==> config.mk <==
export PLATFORM = sky130hd
export DESIGN_NAME = sti_load_scheduler_flat
export DESIGN_NICKNAME = d
export VERILOG_FILES = /design/src/rtl/sti_load_scheduler_if.sv /design/src/rtl/sti_load_scheduler.sv /design/src/flat_wrapper.sv
export SDC_FILE = /design/constraint.sdc
export NUM_CORES = 1
export LEC_CHECK = 0
export BUFFER_PORTS_ARGS = -buffer_cell sky130_fd_sc_hd__clkbuf_2
export CAP_MARGIN = 0
export CORE_MARGIN = 8
export CORE_UTILIZATION = 45
export DETAILED_ROUTE_END_ITERATION = 12
export GPL_TIMING_DRIVEN = 0
export PLACE_DENSITY_LB_ADDON = 0.15
export SETUP_SLACK_MARGIN = 0.3
export SYNTH_ARGS = -nofsm -noshare
export SYNTH_HDL_FRONTEND = slang
export SYNTH_SLANG_ARGS = --single-unit
==> constraint.sdc <==
create_clock -name clk -period 2.7 [get_ports clk]
set_input_delay 0.54 -clock clk [delete_from_list [all_inputs] [get_ports clk]]
set_output_delay 0.54 -clock clk [all_outputs]
set_load 0.005 [all_outputs]
==> src/rtl/sti_load_scheduler_if.sv <==
// Requester handshakes, serializer strobe and the pi_* word descriptor bus
// between the word producers, the load scheduler and the STI.
interface sti_load_scheduler_if;
    logic        req0_valid;
    logic        req0_ready;
    logic [15:0] req0_data;
    logic [4:0]  req0_cfg;
    logic        req0_last;
    logic        req1_valid;
    logic        req1_ready;
    logic [15:0] req1_data;
    logic [4:0]  req1_cfg;
    logic        req1_last;
    logic        so_valid;
    logic        load;
    logic [15:0] pi_data;
    logic [1:0]  pi_length;
    logic        pi_fill;
    logic        pi_msb;
    logic        pi_low;
    logic        pi_end;

    modport slave (
        input  req0_valid, req0_data, req0_cfg, req0_last,
        input  req1_valid, req1_data, req1_cfg, req1_last,
        input  so_valid,
        output req0_ready, req1_ready,
        output load, pi_data, pi_length, pi_fill, pi_msb, pi_low, pi_end
    );

    modport master (
        output req0_valid, req0_data, req0_cfg, req0_last,
        output req1_valid, req1_data, req1_cfg, req1_last,
        output so_valid,
        input  req0_ready, req1_ready,
        input  load, pi_data, pi_length, pi_fill, pi_msb, pi_low, pi_end
    );
endinterface

==> src/rtl/sti_load_scheduler.sv <==
// Round-robin word scheduler in front of the STI serializer: grants one
// descriptor, pulses load, counts so_valid strobes to word end, flags stream end.
//
// state | meaning
// IDLE  | arbitrate; grant a valid requester and capture its descriptor
// LOAD  | one-cycle load pulse to the STI, bit counter cleared
// SHIFT | count so_valid strobes until the word length, watchdog running
// GAP   | GAP idle cycles before the next arbitration
// DONE  | last word finished; terminal until reset
module sti_load_scheduler #(
    parameter int unsigned GAP  = 1,
    parameter int unsigned WDOG = 64
) (
    input  logic                  clk,
    input  logic                  reset,
    sti_load_scheduler_if.slave   bus,
    output logic                  busy,
    output logic                  grant_id,
    output logic [7:0]            word_cnt,
    output logic                  err
);
    localparam int unsigned      WDW      = $clog2(WDOG + 1);
    localparam logic [WDW-1:0]   WD_LAST  = WDW'(WDOG - 1);
    localparam logic [3:0]       GAP_INIT = (GAP == 0) ? 4'd0 : 4'(GAP - 1);

    typedef enum logic [2:0] {
        S_IDLE, S_LOAD, S_SHIFT, S_GAP, S_DONE
    } state_t;

    state_t         state, state_nxt, after_word;
    logic           ptr;
    logic           last_r;
    logic [5:0]     bcnt;
    logic [WDW-1:0] wd;
    logic [3:0]     gcnt;
    logic [15:0]    pi_data_r;
    logic [1:0]     pi_length_r;
    logic           pi_fill_r, pi_msb_r, pi_low_r, pi_end_r;

    logic           grant, gnt_idx, ready0, ready1, load_c;
    logic           word_done, wd_expire;
    logic [2:0]     len_plus1;
    logic [5:0]     bits_exp;
    logic [15:0]    sel_data;
    logic [4:0]     sel_cfg;
    logic           sel_last;

    assign len_plus1  = {1'b0, pi_length_r} + 3'd1;
    assign bits_exp   = {len_plus1, 3'b000};
    assign after_word = (GAP == 0) ? S_IDLE : S_GAP;

    assign sel_data = gnt_idx ? bus.req1_data : bus.req0_data;
    assign sel_cfg  = gnt_idx ? bus.req1_cfg  : bus.req0_cfg;
    assign sel_last = gnt_idx ? bus.req1_last : bus.req0_last;

    always_ff @(posedge clk or posedge reset) begin
        if (reset) state <= S_IDLE;
        else       state <= state_nxt;
    end

    always_comb begin
        state_nxt = state;
        grant     = 1'b0;
        gnt_idx   = 1'b0;
        ready0    = 1'b0;
        ready1    = 1'b0;
        load_c    = 1'b0;
        word_done = 1'b0;
        wd_expire = 1'b0;
        case (state)
            S_IDLE: begin
                if (bus.req0_valid || bus.req1_valid) begin
                    grant     = 1'b1;
                    // ptr only matters when both requesters compete
                    gnt_idx   = bus.req1_valid && (!bus.req0_valid || ptr);
                    ready0    = !gnt_idx;
                    ready1    = gnt_idx;
                    state_nxt = S_LOAD;
                end
            end
            S_LOAD: begin
                load_c    = 1'b1;
                state_nxt = S_SHIFT;
            end
            S_SHIFT: begin
                if (bus.so_valid) begin
                    if (bcnt + 6'd1 == bits_exp) begin
                        word_done = 1'b1;
                        state_nxt = last_r ? S_DONE : after_word;
                    end
                end else if (wd >= WD_LAST) begin
                    wd_expire = 1'b1;
                    state_nxt = after_word;
                end
            end
            S_GAP: begin
                if (gcnt == 4'd0) state_nxt = S_IDLE;
            end
            S_DONE: state_nxt = S_DONE;
            default: state_nxt = S_IDLE;
        endcase
    end

    always_ff @(posedge clk or posedge reset) begin
        if (reset) begin
            ptr         <= 1'b0;
            last_r      <= 1'b0;
            grant_id    <= 1'b0;
            pi_data_r   <= '0;
            pi_length_r <= '0;
            pi_fill_r   <= 1'b0;
            pi_msb_r    <= 1'b0;
            pi_low_r    <= 1'b0;
            pi_end_r    <= 1'b0;
            bcnt        <= '0;
            wd          <= '0;
            gcnt        <= '0;
            word_cnt    <= '0;
            err         <= 1'b0;
        end else begin
            if (grant) begin
                ptr         <= ~gnt_idx;
                grant_id    <= gnt_idx;
                last_r      <= sel_last;
                pi_data_r   <= sel_data;
                pi_length_r <= sel_cfg[4:3];
                pi_fill_r   <= sel_cfg[2];
                pi_msb_r    <= sel_cfg[1];
                pi_low_r    <= sel_cfg[0];
                // registered here so it is already high during the load cycle
                pi_end_r    <= pi_end_r | sel_last;
            end
            if (state == S_LOAD) begin
                bcnt <= '0;
                wd   <= WDW'(1);
            end else if (state == S_SHIFT) begin
                if (bus.so_valid) begin
                    bcnt <= bcnt + 6'd1;
                    wd   <= WDW'(1);
                end else begin
                    wd   <= wd + WDW'(1);
                end
            end
            if (state == S_GAP) gcnt <= gcnt - 4'd1;
            else                gcnt <= GAP_INIT;
            if (word_done) word_cnt <= word_cnt + 8'd1;
            if (wd_expire) err <= 1'b1;
        end
    end

    assign bus.req0_ready = ready0;
    assign bus.req1_ready = ready1;
    assign bus.load       = load_c;
    assign bus.pi_data    = pi_data_r;
    assign bus.pi_length  = pi_length_r;
    assign bus.pi_fill    = pi_fill_r;
    assign bus.pi_msb     = pi_msb_r;
    assign bus.pi_low     = pi_low_r;
    assign bus.pi_end     = pi_end_r;
    assign busy           = (state != S_IDLE) && (state != S_DONE);
endmodule
==> src/flat_wrapper.sv <==
// flat-port wrapper written by rule: the top's interface ports become plain ports
module sti_load_scheduler_flat 
#(
    parameter int unsigned GAP  = 1,
    parameter int unsigned WDOG = 64
)
  (clk, reset, busy, grant_id, word_cnt, err, bus_req0_valid, bus_req0_data, bus_req0_cfg, bus_req0_last, bus_req1_valid, bus_req1_data, bus_req1_cfg, bus_req1_last, bus_so_valid, bus_req0_ready, bus_req1_ready, bus_load, bus_pi_data, bus_pi_length, bus_pi_fill, bus_pi_msb, bus_pi_low, bus_pi_end);
  sti_load_scheduler_if bus_i ();
  input  logic clk;
  input  logic reset;
  output logic busy;
  output logic grant_id;
  output logic [7:0] word_cnt;
  output logic err;
  input wire logic [$bits(bus_i.req0_valid)-1:0] bus_req0_valid;
  input wire logic [$bits(bus_i.req0_data)-1:0] bus_req0_data;
  input wire logic [$bits(bus_i.req0_cfg)-1:0] bus_req0_cfg;
  input wire logic [$bits(bus_i.req0_last)-1:0] bus_req0_last;
  input wire logic [$bits(bus_i.req1_valid)-1:0] bus_req1_valid;
  input wire logic [$bits(bus_i.req1_data)-1:0] bus_req1_data;
  input wire logic [$bits(bus_i.req1_cfg)-1:0] bus_req1_cfg;
  input wire logic [$bits(bus_i.req1_last)-1:0] bus_req1_last;
  input wire logic [$bits(bus_i.so_valid)-1:0] bus_so_valid;
  output wire logic [$bits(bus_i.req0_ready)-1:0] bus_req0_ready;
  output wire logic [$bits(bus_i.req1_ready)-1:0] bus_req1_ready;
  output wire logic [$bits(bus_i.load)-1:0] bus_load;
  output wire logic [$bits(bus_i.pi_data)-1:0] bus_pi_data;
  output wire logic [$bits(bus_i.pi_length)-1:0] bus_pi_length;
  output wire logic [$bits(bus_i.pi_fill)-1:0] bus_pi_fill;
  output wire logic [$bits(bus_i.pi_msb)-1:0] bus_pi_msb;
  output wire logic [$bits(bus_i.pi_low)-1:0] bus_pi_low;
  output wire logic [$bits(bus_i.pi_end)-1:0] bus_pi_end;
  assign bus_i.req0_valid = bus_req0_valid;
  assign bus_i.req0_data = bus_req0_data;
  assign bus_i.req0_cfg = bus_req0_cfg;
  assign bus_i.req0_last = bus_req0_last;
  assign bus_i.req1_valid = bus_req1_valid;
  assign bus_i.req1_data = bus_req1_data;
  assign bus_i.req1_cfg = bus_req1_cfg;
  assign bus_i.req1_last = bus_req1_last;
  assign bus_i.so_valid = bus_so_valid;
  assign bus_req0_ready = bus_i.req0_ready;
  assign bus_req1_ready = bus_i.req1_ready;
  assign bus_load = bus_i.load;
  assign bus_pi_data = bus_i.pi_data;
  assign bus_pi_length = bus_i.pi_length;
  assign bus_pi_fill = bus_i.pi_fill;
  assign bus_pi_msb = bus_i.pi_msb;
  assign bus_pi_low = bus_i.pi_low;
  assign bus_pi_end = bus_i.pi_end;
  sti_load_scheduler #(.GAP(GAP), .WDOG(WDOG)) u_core (.clk(clk), .reset(reset), .bus(bus_i), .busy(busy), .grant_id(grant_id), .word_cnt(word_cnt), .err(err));
endmodule
==> results of run 1 <==
==> sequential cells by signal, indices dropped and copies added, names as in the netlist <==
| signal | count |
|---|---|
| u_core.word_cnt | 8 |
| u_core.bus.pi_data | 16 |
| u_core.bus.pi_length | 2 |
| u_core.err | 1 |
| u_core.wd | 7 |
| u_core.bus.pi_fill | 1 |
| u_core.bcnt | 6 |
| u_core.ptr | 1 |
| u_core.bus.pi_low | 1 |
| u_core.grant_id | 1 |
| u_core.state | 3 |
| u_core.last_r | 1 |
| u_core.gcnt | 4 |
| u_core.bus.pi_msb | 1 |
| u_core.bus.pi_end | 1 |
==> cell usage after synthesis (all sizes together) (3+ instances only) <==
cell type / n
clkbuf: 12
ha: 5
and2: 3
nor2: 24
dfrtp: 54
a21oi: 16
o21ai: 21
nand2: 18
buf: 6
a22oi: 3
xnor2: 10
inv: 30
and3: 6
nand3: 7
nand4: 8
nor3: 6
a222oi: 21
==> path summary, 6_finish.rpt <==
path / end / from / slack, ns
worst max register to register: u_core.word_cnt[1] / u_core.bus.pi_length[0] / 0.64
worst min register to register: u_core.gcnt[0] / u_core.gcnt[0] / 0.47
max in group asynchronous: u_core.gcnt[1] / reset / 1.94
worst max-delay path: bus_req1_ready / u_core.state[2] / 0.43
min in group clk: u_core.bus.pi_data[15] / bus_req1_data[15] / 0.43
worst min-delay path: u_core.bus.pi_data[15] / reset / 0.21
==> stage by stage <==
step                hold slack, ns  power, mW
global route                 0.264       3.52
global placement             0.449       2.63
CTS                          0.236       3.24
detailed placement           0.455       2.67
floorplan                    0.427       2.18
finish                       0.214       3.25
==> critical path, cell delays in order, from the launching register on <==
cell,delay (ns)
sky130_fd_sc_hd__dfrtp_1,0.37
sky130_fd_sc_hd__clkbuf_4,0.19
sky130_fd_sc_hd__nor3_4,0.25
sky130_fd_sc_hd__and3_1,0.19
sky130_fd_sc_hd__buf_4,0.15
sky130_fd_sc_hd__buf_6,0.14
sky130_fd_sc_hd__clkbuf_2,0.12
==> logic make-up after synthesis <==
kind of cell    after synthesis  synth area share (%)
compound gates               84                  22.6
flops                        54                  49.2
mux                           2                 0.910
buf+inv                      48                  6.87
xor+xnor                     11                  3.50
fa+ha+maj                     5                  2.28
simple gates                 80                  14.7
==> what timing repair did <==
| action | CTS | global route |
|---|---|---|
| hold buffers | 0 | 0 |
| setup endpoints to repair | 3 | 3 |
| setup buffers | 0 | 1 |
| resized for setup | 6 | 16 |
| endpoints found under the hold margin | 0 | 0 |
| pin swaps | 0 | 2 |
==> area by class of cell <==
cell class / instances / share of cell area (%)
sequential: 54 / 39.2
multi-input combinational: 182 / 35.9
timing repair buffer: 86 / 13.0
inverter: 30 / 3.26
buffer: 18 / 2.90
tap: 75 / 2.72
clock buffer: 7 / 2.21
clock inverter: 1 / 0.871
==> per-layer routing <==
metal  routed length, um  up-vias  GRT usage (%)
met5                   0        -              0
met4                  73        0           4.89
met3                 555        6           6.24
met2                3210       94           26.1
met1                3350     1149           22.8
li1                    -     1223              -
==> power by group <==
part / internal [mW] / switching (mW) / total (mW)
combinational: 0.659 / 0.775 / 1.43
clock: 0.278 / 0.265 / 0.543
sequential: 1.07 / 0.203 / 1.27
total: 2.00 / 1.24 / 3.25
==> metrics.md, run 1 <==
| Metric | Value |
|---|---|
| Master cell of the clock root buffer | `sky130_fd_sc_hd__clkbuf_8` |
| Cells on worst reg2reg path | `6` |
| Number of global-route vias before repair | `2672` |
| I/O pin count | `85` |
| Core occupancy in the finished layout | `58.3%` |
| Average footprint of a synthesized cell | `9.68 um2` |
| Half-perimeter wire length of the detailed placement result | `5.36 mm` |
| Number of standard-cell rows in the floorplan | `28` |
| Data arrival time of the worst path | `1.73 ns` |
| Placement-stage worst setup slack | `0.376 ns` |
| Setup-failing EPs final | `0` |
| Final net count | `431` |
| Antenna violations before repair | `0` |
| Setup repair after global routing missed its margin | `false` |
| Pins Over Slew Limit | `0` |
| Fmax | `0.441 GHz` |
| Static leakage | `1.75 nW` |
| Post-Syn Instances | `284` |
| Register cell area after layout | `1350 um2` |
| Leading cell type in the layout, fill and taps excluded | `sky130_fd_sc_hd__clkbuf_2` |
| Antenna viol nets, final | `0` |
| Register bit total from synthesis | `54` |
| Worst-case vdd ir drop | `0.515 mV` |
| Worst relative slew slack | `61.0%` |
| Final critical delay including setup and external delays | `2.27 ns` |
| Overall routing resource usage | `17.4%` |
| Average vias per placed instance | `5.46` |
| Largest cells by area after synthesis | `sky130_fd_sc_hd__dfrtp_1 (49%), sky130_fd_sc_hd__a222oi_1 (7.6%), sky130_fd_sc_hd__inv_1 (4.1%)` |
| Maximum capacitance violations | `0` |
| Clock insertion delay at the later pin of the skew report | `0.32 ns` |
| Antenna Diode Count | `0` |
| Area of all placed cells without fillers | `3450 um2` |
| Fraction of the yosys area taken by sequential cells | `49.2%` |
| Multi-input gate area | `1240 um2` |
| TritonCTS clock tree | `yes` |
| Final worst clock skew | `0.0108 ns` |
| Path category of the worst min-delay check | `in -> async` |
| Count of distinct cell types in the synthesized netlist | `52` |
| Critical Path Start Type | `flip-flop` |
| Gr ovfl total | `0` |
| Share of the synthesized area in the top cell type | `49.2%` |
| Final Routed Wirelength | `7.20 mm` |
| First-pass iteration count of the detailed router | `5` |
| Global-route wire length before repair | `12.5 mm` |
| CTS clk-pin slew, worst paths | `0.10 ns` |
| Number of filler cells placed in the layout | `528` |
| Type of destination of the critical path | `output port` |
| Largest net degree at the start of global routing | `35` |
| Width of the chip | `94.2 um` |
| Number of warnings issued by yosys | `0` |
| Port-buffer cells | `84` |
| Final estimated routing congestion in global placement | `0.825` |
| Clock net sink count | `54` |
| Area after DPL | `3280 um2` |
| Final worst-path cycle share | `83.9%` |
| Synthesized netlist net count | `338` |
| Post-synthesis cell type with the largest combined area | `sky130_fd_sc_hd__dfrtp_1` |
| DRC marker count from the first detailed-route iteration | `220` |
| Top flip-flop cell by instance count after synthesis | `sky130_fd_sc_hd__dfrtp_1` |
| Crit-path max FO | `10` |
| Number of buffers created by CTS | `5` |
| Hold Violations, Final | `0` |
| Slew at the pin with the worst max-slew slack | `0.582 ns` |
| DR vias | `2472` |
| Power Density | `941 nW/um2` |
| Area enclosed by the die boundary | `8870 um2` |
| Post-detailed-route wirelength per cell | `15.9 um` |
| Core area | `5920 um2` |
| Final Worst Setup Slack | `0.434 ns` |
| Cell total after placement | `444` |
| TNS Setup | `0 ns` |
| CP required | `2.16 ns` |
| Cell area after technology mapping | `2750 um2` |
| Initial Util | `46.4%` |
| Number of H-tree branching levels | `2` |
| Number of cells in the finished layout apart from fillers | `453` |
| Fraction of layout instances using a drive strength above 1 | `30.2%` |
| Die Height | `94.2 um` |
| Number of buffers on the longest clock path | `2` |
| Number of remaining DRC errors | `0` |
| Run status | `complete, no violations` |
| EDFF count, synth | `0` |
| Most frequent cells in the layout | `sky130_fd_sc_hd__clkbuf_2 (87), sky130_fd_sc_hd__dfrtp_1 (54), sky130_fd_sc_hd__inv_1 (29)` |
| Layout area overhead | `25.5%` |
| Critical Setup Path Class | `reg -> out` |
| Fraction of registers with async set or reset after synthesis | `100%` |
Power figures use the tool's default switching activity.
==> inputs of run 2 (changes only) <==
- ABC_AREA: unset -> 1
- clock period: 2.7 -> 2.1 ns (I/O delays scaled with it)
==> run 2 against run 1 <==
Via count is 5.1% higher. Sequential power is 28% higher. Combinational power is 55% higher. Largest power group unchanged. Routed wire length is 1.1% lower.
==> metrics.md, run 2 <==
| Metric | Value |
|---|---|
| Run status | `complete, no violations` |
| Power share of the clock group | `15.6% (-1.1 points)` |
| Adder-cell share of the synthesized area | `2.20% (-0.079 points)` |
| Largest family of logic cells by synthesized area | `simple AND/OR/NAND/NOR gates` |
| Final Worst Setup Slack | `0.164 ns (-0.270 ns)` |
| Average vias per placed instance | `4.85 (-11%)` |
| Cell internal power dissipation | `2.73 mW (+36%)` |
| Top flip-flop cell by instance count after synthesis | `sky130_fd_sc_hd__dfrtp_1` |
| Overall routing resource usage | `15.8% (-1.6 points)` |
| Most numerous cell in the Yosys netlist | `sky130_fd_sc_hd__nand2_1` |
| Commonest cells post-synth | `sky130_fd_sc_hd__nand2_1 (114), sky130_fd_sc_hd__dfrtp_1 (54), sky130_fd_sc_hd__nand3_1 (38)` |
| Fmax | `0.516 GHz` |
| Number of cells in the finished layout apart from fillers | `535 (+18%)` |
| Cell Chain, Critical Path | `nor2_4, buf_12, nand3_4, nand2_1, inv_2, buf_6, buf_6` |
| Largest net degree at the start of global routing | `43 (+23%)` |
| Number of standard-cell rows in the floorplan | `29 (+3.6%)` |
| Global-route wire length before repair | `11.7 mm (-6.5%)` |
| Placement-stage worst setup slack | `0.252 ns (-0.124 ns)` |
| Combinational cell fraction of total power | `48.7% (+4.5 points)` |
| Worst path max stage delay | `0.45 ns (+0.08 ns)` |
| CP required | `1.68 ns (-0.48 ns)` |
| Final net count | `511 (+19%)` |
| Antenna violations before repair | `0 (unchanged)` |
| Number of warnings issued by yosys | `0 (unchanged)` |
| Core occupancy in the finished layout | `59.5% (+1.2 points)` |
| Master cell of the clock root buffer | `sky130_fd_sc_hd__clkbuf_8` |
| Maximum capacitance violations | `0 (unchanged)` |
| Switching power | `1.83 mW (+48%)` |
| Die Height | `95.6 um (+1.5%)` |
| Crit-path max FO | `4 (-6)` |
| Number of global-route vias before repair | `2670 (-0.075%)` |
| Max FFs per register | `16 (unchanged)` |
| Fraction of layout instances using a drive strength above 1 | `33.8% (+3.7 points)` |
| Average footprint of a synthesized cell | `8.18 um2 (-15%)` |
| Antenna Diode Count | `0 (unchanged)` |
| Post-detailed-route wirelength per cell | `13.3 um (-16%)` |
| Cell area after technology mapping | `2850 um2 (+3.6%)` |
| Largest cells by area after synthesis | `sky130_fd_sc_hd__dfrtp_1 (47%), sky130_fd_sc_hd__nand2_1 (15%), sky130_fd_sc_hd__nand3_1 (6.7%)` |
| Final Routed Wirelength | `7.12 mm (-1.1%)` |
| Share of the synthesized area in the top cell type | `47.5% (-1.7 points)` |
| Path category of the worst min-delay check | `in -> async` |
| Register bit total from synthesis | `54 (unchanged)` |
| Number of remaining DRC errors | `0 (unchanged)` |
| Final worst clock skew | `0.00897 ns (-0.00184 ns)` |
| Post-synthesis cell type with the largest combined area | `sky130_fd_sc_hd__dfrtp_1` |
| Proportion of power drawn by flip-flops and latches | `35.7% (-3.4 points)` |
| Leading cell type in the layout, fill and taps excluded | `sky130_fd_sc_hd__nand2_1` |
| EDFF count, synth | `0 (unchanged)` |
| Cell total after placement | `509 (+15%)` |
| DRC marker count from the first detailed-route iteration | `105 (-52%)` |
| Clock insertion delay at the later pin of the skew report | `0.31 ns (about the same)` |
| First-pass iteration count of the detailed router | `4 (-1)` |
| TNS Setup | `0 ns (unchanged)` |
| Mux cell area share after synthesis | `0% (-0.91 points)` |
| I/O pin count | `85 (unchanged)` |
| Max stage delay cell, worst path | `sky130_fd_sc_hd__dfrtp_2` |
| Slew at the pin with the worst max-slew slack | `0.455 ns (-0.127 ns)` |
| Data arrival time of the worst path | `1.52 ns (-0.21 ns)` |
| Core area | `6240 um2 (+5.4%)` |
| Area fraction in compound gates after synthesis | `7.12% (-15 points)` |
| Clock net sink count | `54 (unchanged)` |
| Final worst-path cycle share | `92.2%` |
| Tot Pwr | `4.56 mW (+41%)` |
| Post-Syn Instances | `348 (+23%)` |
| Critical Setup Path Class | `reg -> out` |
| Type of destination of the critical path | `output port` |
| Most frequent cells in the layout | `sky130_fd_sc_hd__nand2_1 (112), sky130_fd_sc_hd__clkbuf_2 (81), sky130_fd_sc_hd__dfrtp_1 (52)` |
| Number of buffers inserted by hold repair at cts | `0 (unchanged)` |
| Final critical delay including setup and external delays | `1.94 ns` |
| DR vias | `2597 (+5.1%)` |
| Worst-case vdd ir drop | `0.736 mV (+43%)` |
| Fraction of the yosys area taken by sequential cells | `47.5% (-1.7 points)` |
| Pins Over Slew Limit | `0 (unchanged)` |
| Initial Util | `45.6% (-0.80 points)` |
| Gr ovfl total | `0 (unchanged)` |
| Layout area overhead | `30.3%` |
| Number of buffers created by CTS | `5 (unchanged)` |
| Cell family with the largest share of critical-path delay | `flip-flops` |
| Number of H-tree branching levels | `2 (unchanged)` |
| Number of buffers on the longest clock path | `2 (unchanged)` |
| Count of distinct cell types in the synthesized netlist | `42 (-19%)` |
| Power Density | `1230 nW/um2 (+31%)` |
| Synthesized netlist net count | `402 (+19%)` |
| Final estimated routing congestion in global placement | `0.841 (+1.9%)` |
| TritonCTS clock tree | `yes` |
| Antenna viol nets, final | `0 (unchanged)` |
| Hold Violations, Final | `0 (unchanged)` |
| Port-buffer cells | `83 (-1.2%)` |
| Area enclosed by the die boundary | `9130 um2 (+3.0%)` |
| Fraction of registers with async set or reset after synthesis | `100% (unchanged)` |
| CTS clk-pin slew, worst paths | `0.10 ns (about the same)` |
| Count of buffering cells on the critical path with inverters included | `4 (unchanged)` |
| Setup repair after global routing missed its margin | `true` |
| Most numerous cell on the critical path | `sky130_fd_sc_hd__buf_6` |
| Width of the chip | `95.6 um (+1.5%)` |
| Area fraction in and, or, nand and nor cells after synthesis | `35.1% (+20 points)` |
| Worst relative slew slack | `69.7% (+8.6 points)` |
| Static leakage | `2.00 nW (+14%)` |
| Critical Path Start Type | `flip-flop` |
| Parity-gate share of the synthesized area counting xor and xnor cells | `1.85% (-1.7 points)` |
| Setup-failing EPs final | `0 (unchanged)` |
| Switching part of the total power | `40.2% (+1.9 points)` |
| Half-perimeter wire length of the detailed placement result | `5.20 mm (-3.0%)` |
## run 2: cell count changes after synthesis, sizes merged, moves of 5 or more
cell,previous run,this run
xnor2,10,1
inv,30,35
a222oi,21,0
clkbuf,12,2
nor2,24,29
a21oi,16,6
nand3,7,43
and3,6,1
o21ai,21,10
nand2,18,122
## run 2: area by class of cell
class | instances | area (um2)
well taps | 77 | 96.3
flip-flops and latches | 54 | 1350
plain buffers | 7 | 47.5
fillers | 567 | 2530
inverters | 37 | 144
clock inverters | 3 | 43.8
multi-input cells | 250 | 1350
clock buffers | 5 | 68.8
repair buffers | 102 | 608
## run 2: worst reg2reg max path, delay by kind of cell, from the launching register on
family | cells | cell delay [ns]
buffers and inverters | 5 | 0.77
DFF | 1 | 0.45
and+or+nand+nor | 4 | 0.44
## run 2: repair_timing
item | 4_1_cts | 5_1_grt
pin swaps | 2 | 2
gates resized for setup | 7 | 9
hold endpoints to repair | 0 | 0
cloned | 0 | 0
setup endpoints to repair | 2 | 14
buffers inserted | 6 | 12
## run 2: path summary, 6_finish.rpt
path                             startpoint               endpoint  slack, ns  depth (start not counted)
max                         u_core.state[0]         bus_req0_ready       0.16                          7
min                                   reset  u_core.bus.pi_data[1]       0.03                          2
max reg2reg                 u_core.state[0]  u_core.bus.pi_data[9]       0.37                          9
min reg2reg                  u_core.gcnt[0]         u_core.gcnt[0]       0.43                          1
max in group asynchronous             reset        u_core.state[0]       1.54                          3
min in group clk           bus_req0_data[0]  u_core.bus.pi_data[0]       0.31                          3
## run 2: layer usage
metal | wire length (um) | track usage (%) | up-vias
met5 | 0 | 0 | -
met4 | 96 | 5.25 | 0
met2 | 3460 | 25.8 | 70
met1 | 3090 | 18.9 | 1179
met3 | 475 | 5.59 | 8
li1 | - | - | 1340
## run 2: kinds of logic after synthesis
kind of cell | count (synthesis)
flip-flops | 54
AO/OA/AOI/OAI | 30
buffers and inverters | 44
adder cells (fa/ha/maj) | 5
XOR/XNOR | 6
AND/OR/NAND/NOR | 209
## run 2: power groups by stage
stage | combinational, mW | clock, mW | sequential [mW]
2_1_floorplan | 1.21 | 0 | 1.61
6_report | 2.22 | 0.711 | 1.63
4_1_cts | 1.95 | 0.734 | 1.63
5_1_grt | 2.50 | 0.768 | 1.67
3_3_place_gp | 1.78 | 0 | 1.63
3_5_place_dp | 1.84 | 0 | 1.63
## run 2: metrics by stage
| step | hold WS (ns) | area, um2 |
|---|---|---|
| 5_1_grt | 0.0467 | 3710 |
| 3_5_place_dp | 0.378 | 3380 |
| 4_1_cts | 0.0372 | 3560 |
| 6_report | 0.0295 | 3710 |
| 3_3_place_gp | 0.414 | 3360 |
| 2_1_floorplan | 0.403 | 2850 |
